==> config.mk <==
export PLATFORM = sky130hd
export DESIGN_NAME = seg7_scan_nch_flat
export DESIGN_NICKNAME = d
export VERILOG_FILES = /design/src/rtl/seg7_pkg.sv /design/src/rtl/seg7_scan_nch_if.sv /design/src/rtl/seg7_hex_dec.sv /design/src/rtl/seg7_scan_nch.sv /design/src/flat_wrapper.sv
export SDC_FILE = /design/constraint.sdc
export NUM_CORES = 1
export LEC_CHECK = 0
export CAP_MARGIN = 30
export CELL_PAD_IN_SITES_DETAIL_PLACEMENT = 0
export CELL_PAD_IN_SITES_GLOBAL_PLACEMENT = 2
export CORE_UTILIZATION = 40
export CTS_CLUSTER_DIAMETER = 100
export DETAILED_ROUTE_END_ITERATION = 8
export PLACE_DENSITY_LB_ADDON = 0.15
export SLEW_MARGIN = 15
export SYNTH_ARGS = -nofsm -noshare
export SYNTH_HDL_FRONTEND = slang
export SYNTH_SLANG_ARGS = --single-unit
==> constraint.sdc <==
create_clock -name clk -period 4.6 [get_ports clk]
set_input_delay 0.69 -clock clk [delete_from_list [all_inputs] [get_ports clk]]
set_output_delay 0.69 -clock clk [all_outputs]
set_load 0.02 [all_outputs]
==> src/rtl/seg7_pkg.sv <==
// Shared seven-segment types and constants: segment byte, dark value, hex glyph table.
package seg7_pkg;

    typedef logic [7:0] seg_t;

    // Active-high "all segments dark" value, before output polarity is applied.
    localparam seg_t SEG_OFF = 8'h00;

    // Glyphs {g,f,e,d,c,b,a} for 0..F; entry 0 is the rightmost element.
    localparam logic [15:0][6:0] HEX_SEG = {
        7'h71, 7'h79, 7'h5E, 7'h39, 7'h7C, 7'h77, 7'h6F, 7'h7F,
        7'h07, 7'h7D, 7'h6D, 7'h66, 7'h4F, 7'h5B, 7'h06, 7'h3F
    };

endpackage

==> src/rtl/seg7_scan_nch_if.sv <==
// Load-side bus and display pins of the N-digit scanner, with master/slave views.
interface seg7_scan_nch_if #(
    parameter int unsigned DIGITS = 8
);
    import seg7_pkg::*;

    logic                  we;
    logic                  raw_mode_in;
    logic [4*DIGITS-1:0]   hex_in;
    logic [8*DIGITS-1:0]   raw_in;
    logic [DIGITS-1:0]     point_in;
    logic [DIGITS-1:0]     blank_in;
    logic [DIGITS-1:0]     blink_in;
    logic [DIGITS-1:0]     an_o;
    seg_t                  seg_o;
    logic                  frame_o;

    modport master (
        output we, raw_mode_in, hex_in, raw_in, point_in, blank_in, blink_in,
        input  an_o, seg_o, frame_o
    );

    modport slave (
        input  we, raw_mode_in, hex_in, raw_in, point_in, blank_in, blink_in,
        output an_o, seg_o, frame_o
    );

endinterface

==> src/rtl/seg7_hex_dec.sv <==
// Combinational nibble to seven-segment glyph lookup (active-high, no dp).
module seg7_hex_dec (
    input  logic [3:0] nib_i,
    output logic [6:0] seg_o_c
);
    import seg7_pkg::*;

    assign seg_o_c = HEX_SEG[nib_i];

endmodule

==> src/rtl/seg7_scan_nch.sv <==
// Multiplexed N-digit seven-segment scanner with double-buffered, frame-aligned updates,
// per-digit blank/blink and raw-segment mode.
module seg7_scan_nch #(
    parameter int unsigned DIGITS     = 8,
    parameter int unsigned SCAN_DIV   = 17,
    parameter int unsigned BLINK_DIV  = 24,
    parameter int unsigned ACTIVE_LOW = 1
) (
    input  logic            clk,
    input  logic            rstn,
    seg7_scan_nch_if.slave  bus
);
    import seg7_pkg::*;

    localparam int unsigned     IDX_W    = (DIGITS > 1) ? $clog2(DIGITS) : 1;
    localparam logic [IDX_W-1:0] IDX_LAST = IDX_W'(DIGITS - 1);
    localparam logic [DIGITS-1:0] AN_OFF  = {DIGITS{ACTIVE_LOW != 0}};
    localparam seg_t            SEG_IDLE = (ACTIVE_LOW != 0) ? ~SEG_OFF : SEG_OFF;

    typedef struct packed {
        logic                raw_mode;
        logic [4*DIGITS-1:0] hex;
        logic [8*DIGITS-1:0] raw;
        logic [DIGITS-1:0]   point;
        logic [DIGITS-1:0]   blank;
        logic [DIGITS-1:0]   blink;
    } disp_t;

    logic [SCAN_DIV-1:0]  psc_q, psc_d;
    logic [BLINK_DIV-1:0] blink_q, blink_d;
    logic [IDX_W-1:0]     idx_q, idx_d;
    logic                 run_q, run_d;
    logic                 pending_q, pending_d;
    disp_t                shadow_q, shadow_d;
    disp_t                live_q, live_d;
    logic [DIGITS-1:0]    an_q, an_d;
    seg_t                 seg_q, seg_d;
    logic                 frame_q, frame_d;

    disp_t                in_now;
    logic                 tick;
    logic                 wrap;
    logic [3:0]           nib;
    logic [6:0]           dec_seg;
    logic [DIGITS-1:0]    an_hi;
    seg_t                 seg_hi;

    assign in_now = '{raw_mode: bus.raw_mode_in, hex: bus.hex_in, raw: bus.raw_in,
                      point: bus.point_in, blank: bus.blank_in, blink: bus.blink_in};

    // Timing, index and buffer update; run_q keeps the first tick on digit 0.
    always_comb begin
        tick      = &psc_q;
        wrap      = tick && run_q && (idx_q == IDX_LAST);
        psc_d     = psc_q + SCAN_DIV'(1);
        blink_d   = blink_q + BLINK_DIV'(1);
        run_d     = run_q | tick;
        idx_d     = idx_q;
        shadow_d  = shadow_q;
        pending_d = pending_q;
        live_d    = live_q;
        frame_d   = wrap;

        if (tick && run_q) begin
            idx_d = (idx_q == IDX_LAST) ? '0 : idx_q + IDX_W'(1);
        end
        if (bus.we) begin
            shadow_d  = in_now;
            pending_d = 1'b1;
        end
        // A load coinciding with the boundary bypasses the shadow so it is not a frame late.
        if (wrap) begin
            pending_d = 1'b0;
            if (pending_q || bus.we) begin
                live_d = bus.we ? in_now : shadow_q;
            end
        end
    end

    assign nib = live_d.hex[{idx_d, 2'b00} +: 4];

    seg7_hex_dec u_hex_dec (
        .nib_i   (nib),
        .seg_o_c (dec_seg)
    );

    // Pin values for the slot about to be shown; dark digits keep their anode.
    always_comb begin
        an_hi  = '0;
        seg_hi = SEG_OFF;
        if (run_d) begin
            an_hi = DIGITS'(1) << idx_d;
            if (live_d.blank[idx_d] || (live_d.blink[idx_d] && blink_d[BLINK_DIV-1])) begin
                seg_hi = SEG_OFF;
            end else if (live_d.raw_mode) begin
                seg_hi = live_d.raw[{idx_d, 3'b000} +: 8];
            end else begin
                seg_hi = {live_d.point[idx_d], dec_seg};
            end
        end
        an_d  = (ACTIVE_LOW != 0) ? ~an_hi  : an_hi;
        seg_d = (ACTIVE_LOW != 0) ? ~seg_hi : seg_hi;
    end

    always_ff @(posedge clk or negedge rstn) begin
        if (!rstn) begin
            psc_q     <= '0;
            blink_q   <= '0;
            idx_q     <= '0;
            run_q     <= 1'b0;
            pending_q <= 1'b0;
            shadow_q  <= '0;
            live_q    <= '0;
            an_q      <= AN_OFF;
            seg_q     <= SEG_IDLE;
            frame_q   <= 1'b0;
        end else begin
            psc_q     <= psc_d;
            blink_q   <= blink_d;
            idx_q     <= idx_d;
            run_q     <= run_d;
            pending_q <= pending_d;
            shadow_q  <= shadow_d;
            live_q    <= live_d;
            an_q      <= an_d;
            seg_q     <= seg_d;
            frame_q   <= frame_d;
        end
    end

    assign bus.an_o    = an_q;
    assign bus.seg_o   = seg_q;
    assign bus.frame_o = frame_q;

endmodule

==> src/flat_wrapper.sv <==
// flat-port wrapper written by rule: the top's interface ports become plain ports
module seg7_scan_nch_flat import seg7_pkg::*;
#(
    parameter int unsigned DIGITS     = 8,
    parameter int unsigned SCAN_DIV   = 17,
    parameter int unsigned BLINK_DIV  = 24,
    parameter int unsigned ACTIVE_LOW = 1
)
  (clk, rstn, bus_we, bus_raw_mode_in, bus_hex_in, bus_raw_in, bus_point_in, bus_blank_in, bus_blink_in, bus_an_o, bus_seg_o, bus_frame_o);
  seg7_scan_nch_if #(.DIGITS(DIGITS)) bus_i ();
  input  logic clk;
  input  logic rstn;
  input wire logic [$bits(bus_i.we)-1:0] bus_we;
  input wire logic [$bits(bus_i.raw_mode_in)-1:0] bus_raw_mode_in;
  input wire logic [$bits(bus_i.hex_in)-1:0] bus_hex_in;
  input wire logic [$bits(bus_i.raw_in)-1:0] bus_raw_in;
  input wire logic [$bits(bus_i.point_in)-1:0] bus_point_in;
  input wire logic [$bits(bus_i.blank_in)-1:0] bus_blank_in;
  input wire logic [$bits(bus_i.blink_in)-1:0] bus_blink_in;
  output wire logic [$bits(bus_i.an_o)-1:0] bus_an_o;
  output wire logic [$bits(bus_i.seg_o)-1:0] bus_seg_o;
  output wire logic [$bits(bus_i.frame_o)-1:0] bus_frame_o;
  assign bus_i.we = bus_we;
  assign bus_i.raw_mode_in = bus_raw_mode_in;
  assign bus_i.hex_in = bus_hex_in;
  assign bus_i.raw_in = bus_raw_in;
  assign bus_i.point_in = bus_point_in;
  assign bus_i.blank_in = bus_blank_in;
  assign bus_i.blink_in = bus_blink_in;
  assign bus_an_o = bus_i.an_o;
  assign bus_seg_o = bus_i.seg_o;
  assign bus_frame_o = bus_i.frame_o;
  seg7_scan_nch #(.DIGITS(DIGITS), .SCAN_DIV(SCAN_DIV), .BLINK_DIV(BLINK_DIV), .ACTIVE_LOW(ACTIVE_LOW)) u_core (.clk(clk), .rstn(rstn), .bus(bus_i));
endmodule
# After elaboration in Yosys (flattened, before gate mapping)
# Memory sizes are Yosys's and may differ from the RTL's.
# Index checks and enable logic that the tools add are counted.
dict set report word_totals {
  elab_cells 58
  rom_bits 112
  reg_bits 305
  mem_count 1
  input_bits 124
}
# memory words width rd rd_ports_with_merged_regs wr line
set memory_table {}
lappend memory_table {{(no name shown)} 16 7 1 0 0 seg7_hex_dec.sv:8} ;# assign seg_o_c = HEX_SEG[nib_i];
dict set report op_classes {
  n_addsub 3
  eq_ne 1
  mux 18
  n_reduce_logical 7
  shifts 3
  magnitude_cmp 2
  n_bitwise 3
}
# op n
set op_table {}
lappend op_table {{2-to-1 mux 121 bit} 3}
lappend op_table {{variable part select 64 x 7 -> 8 bit} 1}
lappend op_table {{2-to-1 mux 8 bit} 4}
lappend op_table {{variable part select 32 x 6 -> 4 bit} 1}
lappend op_table {{adder 24 x 1 -> 24 bit (second input constant)} 1}
lappend op_table {{adder 17 x 1 -> 17 bit (second input constant)} 1}
lappend op_table {{AND reduction 17 bit} 1}
lappend op_table {{NOT 8 bit} 2}
lappend op_table {{binary-select mux 1 bit (select 3 bit)} 3}
lappend op_table {{left shift 1 x 3 -> 8 bit (first input constant)} 1}
lappend op_table {{2-to-1 mux 7 bit} 1}
lappend op_table {{2-to-1 mux 3 bit} 2}
lappend op_table {{< comparator 4 x 5 -> 1 bit (second input constant)} 1}
lappend op_table {{2-to-1 mux 1 bit} 5}
lappend op_table {{< comparator 3 x 4 -> 1 bit (second input constant)} 1}
lappend op_table {{adder 3 x 1 -> 3 bit (second input constant)} 1}
lappend op_table {{== test 3 bit (second input constant)} 1}
lappend op_table {{logical AND 1 bit} 3}
lappend op_table {{logical OR 1 bit} 2}
lappend op_table {{nonzero test 2 bit} 1}
lappend op_table {{OR 1 bit} 1}

# Depth between registers and ports, before layout
# Gate-level depths: netlist (run 1).
dict set report depth {
  word_depth 11
  ltp_mapped 17
  ltp_nobuf 16
}

# Cells and area by module
# From an unflattened synthesis (run 1), not the netlist that was laid out.
dict set report hier_totals {
  cells_unflattened 1112
  area_unflattened_um2 12963.7
}
# module cells_each instances area_each_um2 seq_area_each_um2
set by_module_without_submodules {}
lappend by_module_without_submodules {seg7_scan_nch 1079 1 12680.9 7652.3}
lappend by_module_without_submodules {seg7_hex_dec 33 1 282.8 0.0}

# Worst setup path after synthesis (run 1)
# Ideal clock, no wire load.
dict set report synth_timing {
  path_type {flip-flop to flip-flop}
  from {register u_core.psc_q[2]}
  to {register u_core.seg_q[2] (netlist: u_core.bus.seg_o[2])}
  period_less_slack_ps 3797
  setup_time_ps 60
  path_stages_with_launch 18
  path_slack_ps 803
  path_buffers 1
  arrival_time_ps 3737
  t_required_ps 4540
  path_cell_list {dfrtp_1 and3_1 and3_1 nand3_1 nor3_1 ha_1 buf_4 and4bb_1 nor2_1 clkinv_2 mux2i_1 o21a_1 a31oi_1 inv_1 ha_1 a2111oi_4 a31o_1 a211o_1}
}
dict set report synth_between {
  elab_chain_len 11
  word_cells_on_any_way 20
  classes_between {shift: 2; mux: 10; bitwise: 2; reduce/logical: 5; memory: 1}
}
# element line
set synth_lines {}
lappend synth_lines {{start, declared} seg7_scan_nch.sv:29} ;# logic [SCAN_DIV-1:0] psc_q, psc_d;
lappend synth_lines {{start signal, assigned} seg7_scan_nch.sv:118} ;# psc_q <= psc_d;
lappend synth_lines {{AND reduction 17 bit (*)} seg7_scan_nch.sv:53} ;# tick = &psc_q;
lappend synth_lines {{logical AND 1 bit} {seg7_scan_nch.sv:54, seg7_scan_nch.sv:64}}
lappend synth_lines {{logical AND 1 bit} seg7_scan_nch.sv:54} ;# wrap = tick && run_q && (idx_q == IDX_LAST);
lappend synth_lines {{2-to-1 mux 121 bit} seg7_scan_nch.sv:72} ;# if (wrap) begin
lappend synth_lines {{variable part select 32 x 6 -> 4 bit or binary-select mux 1 bit (select 3 bit) (tied branches)} {seg7_scan_nch.sv:80, seg7_scan_nch.sv:93}}
lappend synth_lines {{memory (16 x 7 bit) or 2-to-1 mux 1 bit (tied branches)} -}
lappend synth_lines {{2-to-1 mux 7 bit (not written as such) or logical AND 1 bit (tied branches)} {seg7_hex_dec.sv:8, seg7_scan_nch.sv:93}}
lappend synth_lines {{2-to-1 mux 8 bit or logical OR 1 bit (tied branches)} {seg7_scan_nch.sv:95, seg7_scan_nch.sv:93}}
lappend synth_lines {{2-to-1 mux 8 bit} seg7_scan_nch.sv:93} ;# if (live_d.blank[idx_d] || (live_d.blink[idx_d] && blink_d[BLINK_DIV-1])) begin
lappend synth_lines {{2-to-1 mux 8 bit (*)} seg7_scan_nch.sv:91} ;# if (run_d) begin
lappend synth_lines {{NOT 8 bit (*)} seg7_scan_nch.sv:102} ;# seg_d = (ACTIVE_LOW != 0) ? ~seg_hi : seg_hi;
lappend synth_lines {{net u_core.seg_d[2]} seg7_scan_nch.sv:37} ;# seg_t seg_q, seg_d;
lappend synth_lines {{end signal, assigned} seg7_scan_nch.sv:126} ;# seg_q <= seg_d;
lappend synth_lines {{end, declared} seg7_scan_nch.sv:37}
# Mark *: on every way through the listed nets, which the timed path passes. The rest lies on a longest branch. The select of a mux whose other input is x is not followed.
# A chain may end at the register's enable or synchronous reset.

==> results of run 1 <==
==> worst paths after layout <==
path                                          from                   end
worst max-delay path               u_core.psc_q[2]   u_core.bus.seg_o[2]
worst min-delay path                          rstn  u_core.shadow_q[109]
worst max register to register     u_core.psc_q[2]   u_core.bus.seg_o[2]
worst min register to register  u_core.blink_q[11]    u_core.blink_q[11]
max in group asynchronous                     rstn      u_core.psc_q[16]
min in group clk                u_core.blink_q[11]    u_core.blink_q[11]
==> cell usage in the layout (no fill, tap or decap), drive strengths merged, types with 7 or more instances in the layout <==
cell,instances
dfrtp,289
mux2,219
clkdlybuf4s50,138
nand2,49
clkbuf,46
inv,29
mux2i,28
buf,28
nor2,27
nand3,26
xnor2,23
o21ai,18
o22ai,18
dfstp,16
and3,14
xor2,13
ha,11
a21oi,9
a211o,8
a22oi,8
o21a,7
clkinv,7
==> cell type report <==
cell class	instances	area (µm²)
fill	2733	15680
tap	402	503.0
multi-input combinational	554	4881
clock buffer	46	957.2
inverter	28	107.6
clock inverter	14	227.7
sequential	305	7652
timing repair buffer	166	1628
==> per-layer routing <==
metal  up-vias  share of wire (%)  wire (µm)
met5         -                  0          0
met4         0                1.9        550
met3        34                3.7       1079
met2       142                 45      12950
met1      3829                 50      14350
li1       3644                  -          -
==> flip-flops by register name, indices dropped and copies added, names as in the netlist <==
| name | flops |
|---|---|
| u_core.run_q | 1 |
| u_core.live_q | 121 |
| u_core.bus.frame_o | 1 |
| u_core.bus.an_o | 8 |
| u_core.pending_q | 1 |
| u_core.shadow_q | 121 |
| u_core.blink_q | 24 |
| u_core.psc_q | 17 |
| u_core.idx_q | 3 |
| u_core.bus.seg_o | 8 |
==> stage by stage <==
step	area [µm²]	utilization, %	total power [µW]
2_1_floorplan	12910	-	3014
3_3_place_gp	14750	46.63	3226
3_5_place_dp	14750	46.63	3229
4_1_cts	15940	50.38	6120
5_1_grt	15960	50.44	6266
6_report	15960	50.44	6021
==> where the power goes <==
| part | switching [µW] | internal, µW | total (µW) |
|---|---|---|---|
| registers | 23.3 | 2790 | 2810 |
| clock network | 1050 | 1800 | 2850 |
| logic | 161 | 197 | 357 |
| total | 1240 | 4790 | 6020 |
==> kinds of logic (layout without fill, tap and decap cells) <==
group | Yosys count | count (layout) | share of synthesized area [%]
buf+inv | 71 | 254 | 3.179
flops | 305 | 305 | 59.28
compound gates | 113 | 114 | 7.037
xor+xnor | 36 | 36 | 2.443
fa+ha+maj | 11 | 11 | 1.066
simple gates | 146 | 146 | 5.515
mux | 247 | 247 | 21.48
==> what timing repair did <==
action | CTS | global route
endpoints found under the setup margin | 0 | 6
endpoints found under the hold margin | 0 | 0
gates resized for setup | 0 | 2
hold buffers | 0 | 0
==> impl_metrics.csv, run 1 <==
group,metric,value,unit
yosys,netlist.area_leader.share,56.02,%
yosys,synth_area_leaders,"dfrtp_1 56%, mux2_2 18%, dfstp_2 3.3%, mux2i_1 2.2%, xnor2_1 1.6%",
pwr,p_per_area,377.3,nW/µm²
sta,whs,0.2502,ns
grt,grt_remaining_overflow,0,
cells_and_area,area_growth,23.61,%
sta,rsz0062_at_grt,"no",
clocking,cts-root-buf,"clkbuf_16",
placement,pre_cts_slack,0.2245,ns
grt,grt_max_degree,112,
flow_run,maxCapViolCount,0,
detailed_routing,dr.pass1.iters,4,
critical_path,cp_common_cell,"and3_1",
clocking,tritoncts,"built",
grt,grt_use_met3,3.089,%
clocking,cts.sinks,305,
critical_path,end_kind,"flip-flop",
yosys,syn_inst,929,
critical_path,worstPathRequired,5.02,ns
grt,grt_pass1_wl,46.15,mm
sta,post-route-period-util,89.45,%
grt,antenna_found_initial,0,
critical_path,crit_fanout,16,
grt,use_met1,25.84,%
yosys,syn_area,12910,µm²
yosys,synth.net_count,1064,
sta,worst_slack,0.4855,ns
yosys,ys_async_sr_fraction,100.0,%
sta,timing_hold_violations_final,0,
critical_path,r2r_slack,0.49,ns
clocking,clock_latency,0.50,ns
clocking,clk_pin_slew,0.05,ns
critical_path,crit_family,"compound AO/OA/AOI/OAI gates",
critical_path,crit_arrival,4.54,ns
critical_path,cpMaxStageDelayCell,"ha_2",
placement,place_inst,1454,
placement,hpwl,19.30,mm
clocking,clockBufferDepth,3,
detailed_routing,vias,7649,
yosys,synth-seq-cells,305,
critical_path,crit_chain,"and3_1, and3_1, nand3_1, nor3_1, ha_2, o2111ai_4, buf_4, mux2_2, mux2i_1, o2bb2a_2, a22oi_2, ha_1, a2111oi_4, a31o_1, a211o_1",
grt,grt_pass1_vias,8128,
grt,grt_usage,17.89,%
sta,tns,0,ns
critical_path,rr_worst_depth,15,
floorplanning,rows,65,
cells_and_area,final_cells,1515,
critical_path,cp_num_buf_inv,1,
clocking,post_cts_buffers,0,
detailed_routing,wire_per_inst,19.10,µm
sta,slew_headroom,41.96,%
yosys,ys_seq_area_share,59.28,%
critical_path,cp-start-kind,"flip-flop",
pwr,ir_worst_vdd,251.0,µV
yosys,yosysMostFrequentCell,"dfrtp_1",
critical_path,max_stage_delay,0.42,ns
sta,max_freq,243.0,MHz
yosys,avgSynthCellArea,13.90,µm²
detailed_routing,ant_nets,0,
clocking,htree_levels,2,
yosys,synth.distinct_cells,72,
detailed_routing,vias_per_cell,5.049,
yosys,yosys_warnings,0,
yosys,synth_edf_count,0,
cells_and_area,num_antenna_cells,0,
detailed_routing,wl,28.94,mm
worst_hold_path,min_path_type,"in -> async",
critical_path,worstSetupPathType,"reg -> reg",
floorplanning,io_pins,141,
sta,drv_slew,0,
outcome,status,"finished clean",
sta,setup_viol,0,
cells_and_area,fin_nets,1225,
yosys,synthTopCellsByCount,"289 x dfrtp_1, 210 x mux2_2, 49 x nand2_1, 28 x mux2i_1",
sta,finalCriticalPeriod,4.115,ns
sta,skew,0.009785,ns
yosys,yosys.area.top_type,"dfrtp_1",
critical_path,cp.depth,15,
grt,gr-max-usage-layer,"met2",
detailed_routing,first_iter_violations,340,
placement,portBuffers,140,
floorplanning,design.core.area,31640,µm²
cells_and_area,drive_gt1_share,30.37,%
pwr,p_leak,0.007190,µW
yosys,synth_ff_type,"dfrtp_1",
grt,grtUsageMet2,27.86,%
floorplanning,fp.dieArea,32990,µm²
detailed_routing,drc,0,
sta,worstMarginPinSlew,0.8706,ns
floorplanning,die_w,181.6,µm
floorplanning,fp.dieH,181.6,µm
placement,globalplace.congestion,0.8399,
floorplanning,start_util,40.80,%
clocking,cts_made_buffers,35,
Note: power is estimated with default switching activity, not from simulation.
==> run 2: changes to the inputs <==
==> constraint.sdc (replaced) <==
create_clock -name clk -period 4.05 [get_ports clk]
set_input_delay 0.6075 -clock clk [delete_from_list [all_inputs] [get_ports clk]]
set_output_delay 0.6075 -clock clk [all_outputs]
set_load 0.02 [all_outputs]
==> impl_metrics.csv, run 2 (synthesis gave the netlist of run 1 again) <==
group,metric,value,unit
sta,setup_viol,0,
cells_and_area,drive_gt1_share,31.77,%
grt,grt_usage,18.06,%
floorplanning,fp.dieArea,32990,µm²
critical_path,worstPathRequired,4.47,ns
critical_path,rr_endpoint,"u_core.bus.seg_o[2]",
cells_and_area,final_core_util,51.00,%
floorplanning,io_pins,141,
sta,rsz0062_at_grt,"no",
critical_path,r2r-start,"u_core.psc_q[2]",
floorplanning,die_w,181.6,µm
critical_path,end_kind,"flip-flop",
floorplanning,start_util,40.80,%
floorplanning,rows,65,
clocking,clock_latency,0.50,ns
floorplanning,design.core.area,31640,µm²
sta,post-route-period-util,93.85,%
placement,hpwl,20.15,mm
cells_and_area,num_antenna_cells,0,
outcome,status,"finished clean",
clocking,clockBufferDepth,3,
detailed_routing,first_iter_violations,395,
pwr,ir_worst_vdd,301.0,µV
cells_and_area,multi_input_area,4887,µm²
cells_and_area,nFillCells,2695,
clocking,cts-root-buf,"clkbuf_16",
sta,drv_slew,0,
cells_and_area,final_cells,1535,
cells_and_area,reg_top3,"u_core.live_q x121, u_core.shadow_q x121, u_core.blink_q x24",
cells_and_area,area_growth,25.00,%
sta,max_freq,263.1,MHz
clocking,tritoncts,"built",
sta,whs,0.1480,ns
critical_path,crit_fanout,7,
detailed_routing,dr.pass1.iters,6,
detailed_routing,ant_nets,0,
floorplanning,fp.dieH,181.6,µm
sta,finalCriticalPeriod,3.801,ns
grt,grt_pass1_vias,8145,
grt,grt_max_degree,101,
sta,timing_hold_violations_final,0,
clocking,htree_levels,2,
detailed_routing,wire_per_inst,18.87,µm
worst_hold_path,min_path_type,"in -> async",
detailed_routing,vias_per_cell,5.060,
critical_path,r2r_slack,0.25,ns
clocking,clk_pin_slew,0.06,ns
grt,grt_remaining_overflow,0,
pwr,p_leak,0.007287,µW
clocking,cts.sinks,305,
critical_path,crit_arrival,4.22,ns
cells_and_area,final_cell_mix,"289 x dfrtp_1, 210 x mux2_2, 138 x clkdlybuf4s50_1, 49 x nand2_1, 41 x buf_4",
placement,portBuffers,140,
critical_path,worstSetupPathType,"reg -> reg",
flow_run,maxCapViolCount,0,
detailed_routing,wl,28.97,mm
detailed_routing,vias,7767,
sta,skew,0.01138,ns
critical_path,rr_worst_depth,14,
cells_and_area,seqCellArea,7652,µm²
clocking,cts_made_buffers,35,
critical_path,cp-start-kind,"flip-flop",
cells_and_area,layout_commonest_cell,"dfrtp_1",
placement,place_inst,1466,
detailed_routing,drc,0,
grt,antenna_found_initial,1,
placement,globalplace.congestion,0.8321,
sta,slew_headroom,48.85,%
cells_and_area,fin_nets,1242,
grt,grt_pass1_wl,46.43,mm
pwr,p_per_area,423.5,nW/µm²
sta,worstMarginPinSlew,0.7672,ns
==> run 2: final cells by class <==
type | instances | area share, %
tap | 402 | 3.117
clock buffer | 55 | 6.777
timing repair buffer | 184 | 11.00
sequential | 305 | 47.43
clock inverter | 8 | 0.7289
multi-input combinational | 553 | 30.29
inverter | 28 | 0.6591
==> run 2: worst max path at each step <==
stage / startpoint / endpoint / slack [ns] / cells after the start
after floorplan: u_core.psc_q[2] / u_core.bus.seg_o[2] / 0.25 / 17
after global placement: u_core.psc_q[2] / u_core.bus.seg_o[2] / -0.05 / 15
after detailed placement: u_core.psc_q[2] / u_core.bus.seg_o[2] / -0.11 / 15
after CTS: u_core.psc_q[2] / u_core.bus.seg_o[2] / 0.05 / 16
after global routing: u_core.psc_q[2] / u_core.bus.seg_o[5] / 0.02 / 16
final: u_core.psc_q[2] / u_core.bus.seg_o[2] / 0.25 / 14
==> run 2: per-layer routing <==
metal | wire, µm | up-vias | global-route usage [%]
met4 | 506 | 0 | 4.780
li1 | - | 3687 | -
met2 | 12830 | 169 | 27.25
met3 | 1376 | 34 | 3.129
met1 | 14250 | 3877 | 26.80
met5 | 0 | - | 0
==> run 2: timing repair <==
action                                  CTS  global route
pin swaps                                 1             2
resized for setup                         0             5
cloned                                    0             0
setup buffers                             4             2
hold buffers                              0             0
endpoints found under the setup margin    6             8
==> run 2: where the power goes <==
part           leakage, µW  switching (µW)  internal, µW
clock network     0.000595            1190          2040
registers          0.00389            26.1          3170
logic              0.00280             182           225
total              0.00729            1400          5440
==> run 2: through the flow <==
stage	total power, µW	setup slack, ns	TNS, ns	cell area (µm²)
2_1_floorplan	3423	0.2528	0	12910
3_3_place_gp	3663	-0.04942	-0.09861	14860
3_5_place_dp	3667	-0.1125	-0.3321	14860
4_1_cts	6944	0.04940	0	16100
5_1_grt	7112	0.01531	0	16140
6_report	6833	0.2489	0	16140
==> run 2: worst max-delay path, stage by stage (launching register included) <==
cell and delay, ns:
dfrtp_1 0.39, and3_1 0.21, and3_1 0.21, nand3_1 0.19
nor3_2 0.17, ha_2 0.30, buf_4 0.16, nand4bb_1 0.25
o22ai_2 0.43, buf_4 0.22, a22oi_1 0.08, and3_1 0.30
or2_1 0.32, a31o_1 0.23, a211o_1 0.28
==> run 3: changes to the inputs <==
--- a/config.mk
+++ b/config.mk
@@ -10,6 +10,7 @@
 export CELL_PAD_IN_SITES_GLOBAL_PLACEMENT = 2
 export CORE_UTILIZATION = 40
 export CTS_CLUSTER_DIAMETER = 100
+export CTS_CLUSTER_SIZE = 40
 export DETAILED_ROUTE_END_ITERATION = 8
 export PLACE_DENSITY_LB_ADDON = 0.15
 export SLEW_MARGIN = 15
==> impl_metrics.csv, run 3 (synthesis gave the netlist of run 1 again) <==
group,metric,value,unit
outcome,status,"finished clean",
pwr,ir_worst_vdd,243.4,µV
cells_and_area,area_growth,19.07,%
detailed_routing,first_iter_violations,362,
sta,max_freq,261.9,MHz
critical_path,critPathLaunch,"u_core.psc_q[2]",
critical_path,cp-start-kind,"flip-flop",
sta,timing_hold_violations_final,0,
cells_and_area,fin_nets,1219,
detailed_routing,wl_met2,12.62,mm
clocking,cts-root-buf,"clkbuf_16",
sta,finalCriticalPeriod,3.818,ns
sta,slew_headroom,48.51,%
detailed_routing,vias,7586,
critical_path,worstSetupPathType,"reg -> reg",
detailed_routing,drc,0,
placement,portBuffers,140,
floorplanning,start_util,40.80,%
clocking,clk_pin_slew,0.13,ns
clocking,cts_made_buffers,12,
detailed_routing,wl_met3,1.059,mm
detailed_routing,vias_per_cell,5.084,
critical_path,end_kind,"flip-flop",
flow_run,maxCapViolCount,0,
sta,setup_viol,0,
detailed_routing,dr.pass1.iters,4,
critical_path,crit_fanout,7,
detailed_routing,wl_met1,14.34,mm
floorplanning,rows,65,
sta,skew,0.03679,ns
cells_and_area,fin_area,15370,µm²
grt,grt_pass1_wl,45.53,mm
pwr,p_total,5302,µW
grt,grt_remaining_overflow,0,
sta,post-route-period-util,94.26,%
floorplanning,design.core.area,31640,µm²
grt,grt_usage,17.59,%
clocking,cts.sinks,305,
cells_and_area,layout_commonest_cell,"dfrtp_1",
detailed_routing,wl,28.45,mm
clocking,tritoncts,"built",
grt,grt_pass1_vias,7898,
clocking,htree_levels,1,
sta,worstMarginPinSlew,0.7723,ns
placement,place_area,14860,µm²
detailed_routing,ant_nets,0,
clocking,clock_latency,0.52,ns
worst_hold_path,min_path_type,"in -> async",
grt,antenna_found_initial,1,
critical_path,crit_arrival,4.27,ns
sta,drv_slew,0,
grt,grt_max_degree,101,
cells_and_area,nFillCells,2781,
detailed_routing,highest_layer,"met4",
floorplanning,fp.dieArea,32990,µm²
cells_and_area,drive_gt1_share,29.82,%
floorplanning,die_w,181.6,µm
pwr,p_leak,0.006906,µW
cells_and_area,final_cell_mix,"289 x dfrtp_1, 210 x mux2_2, 138 x clkdlybuf4s50_1, 49 x nand2_1, 41 x buf_4",
sta,whs,0.1110,ns
placement,hpwl,20.15,mm
pwr,p_per_area,345.0,nW/µm²
detailed_routing,wire_per_inst,19.07,µm
floorplanning,fp.dieH,181.6,µm
cells_and_area,num_antenna_cells,0,
clocking,clockBufferDepth,3,
critical_path,worstPathRequired,4.50,ns
cells_and_area,reg_top3,"u_core.live_q x121, u_core.shadow_q x121, u_core.blink_q x24",
critical_path,r2r-start,"u_core.psc_q[2]",
floorplanning,io_pins,141,
placement,globalplace.congestion,0.8321,
==> run 3: final timing paths <==
| kind | endpoint | slack [ns] | depth (start not counted) |
|---|---|---|---|
| max | u_core.bus.seg_o[2] | 0.23 | 14 |
| min | u_core.shadow_q[105] | 0.11 | 1 |
| max reg2reg | u_core.bus.seg_o[2] | 0.23 | 14 |
| min reg2reg | u_core.psc_q[9] | 0.47 | 1 |
| max in group asynchronous | u_core.shadow_q[36] | 2.93 | 2 |
| min in group clk | u_core.psc_q[9] | 0.47 | 1 |
==> run 3: worst max-delay path: stages, from the launching register on <==
cell	delay, ns
dfrtp_1	0.41
and3_1	0.21
and3_1	0.21
nand3_1	0.18
nor3_2	0.17
ha_2	0.30
buf_4	0.16
nand4bb_1	0.25
o22ai_2	0.43
buf_4	0.21
a22oi_1	0.08
and3_1	0.29
or2_1	0.33
a31o_1	0.24
a211o_1	0.29
==> run 3: per-stage QoR <==
step | util [%] | worst slack [ns] | TNS [ns] | std cells
floorplan | - | 0.2528 | 0 | 929
global placement | 46.96 | -0.04942 | -0.09861 | 1466
detailed placement | 46.96 | -0.1125 | -0.3321 | 1466
CTS | 48.44 | 0.02551 | 0 | 1490
global route | 48.58 | -0.007692 | -0.007692 | 1492
finish | 48.58 | 0.2323 | 0 | 1492
==> run 3: what timing repair did <==
action	in CTS	in global routing
hold endpoints to repair	0	0
hold buffers	0	0
gates cloned	0	0
gates resized for setup	0	6
pin swaps	1	2
setup buffers	4	2
endpoints found under the setup margin	7	8
==> run 3: cell type report <==
type / instances / area, µm² / area share [%]
clock buffers: 16 / 356.6 / 2.320
repair buffers: 184 / 1775 / 11.55
well taps: 402 / 503.0 / 3.273
multi-input cells: 553 / 4893 / 31.84
flip-flops and latches: 305 / 7652 / 49.79
inverters: 28 / 106.4 / 0.6920
clock inverters: 4 / 82.58 / 0.5373
==> run 3: routing by layer <==
layer  track usage, %  vias to the layer above
met3            2.387                       27
met5                0                        -
met4            3.254                        0
met1            26.66                     3801
li1                 -                     3623
met2            27.03                      135
==> run 3: where the power goes <==
group	total, µW	leakage, µW	internal, µW	switching [µW]
sequential	3190	0.00389	3160	26.1
combinational	406	0.00280	225	181
clock	1710	0.000214	726	981
total	5300	0.00691	4110	1190
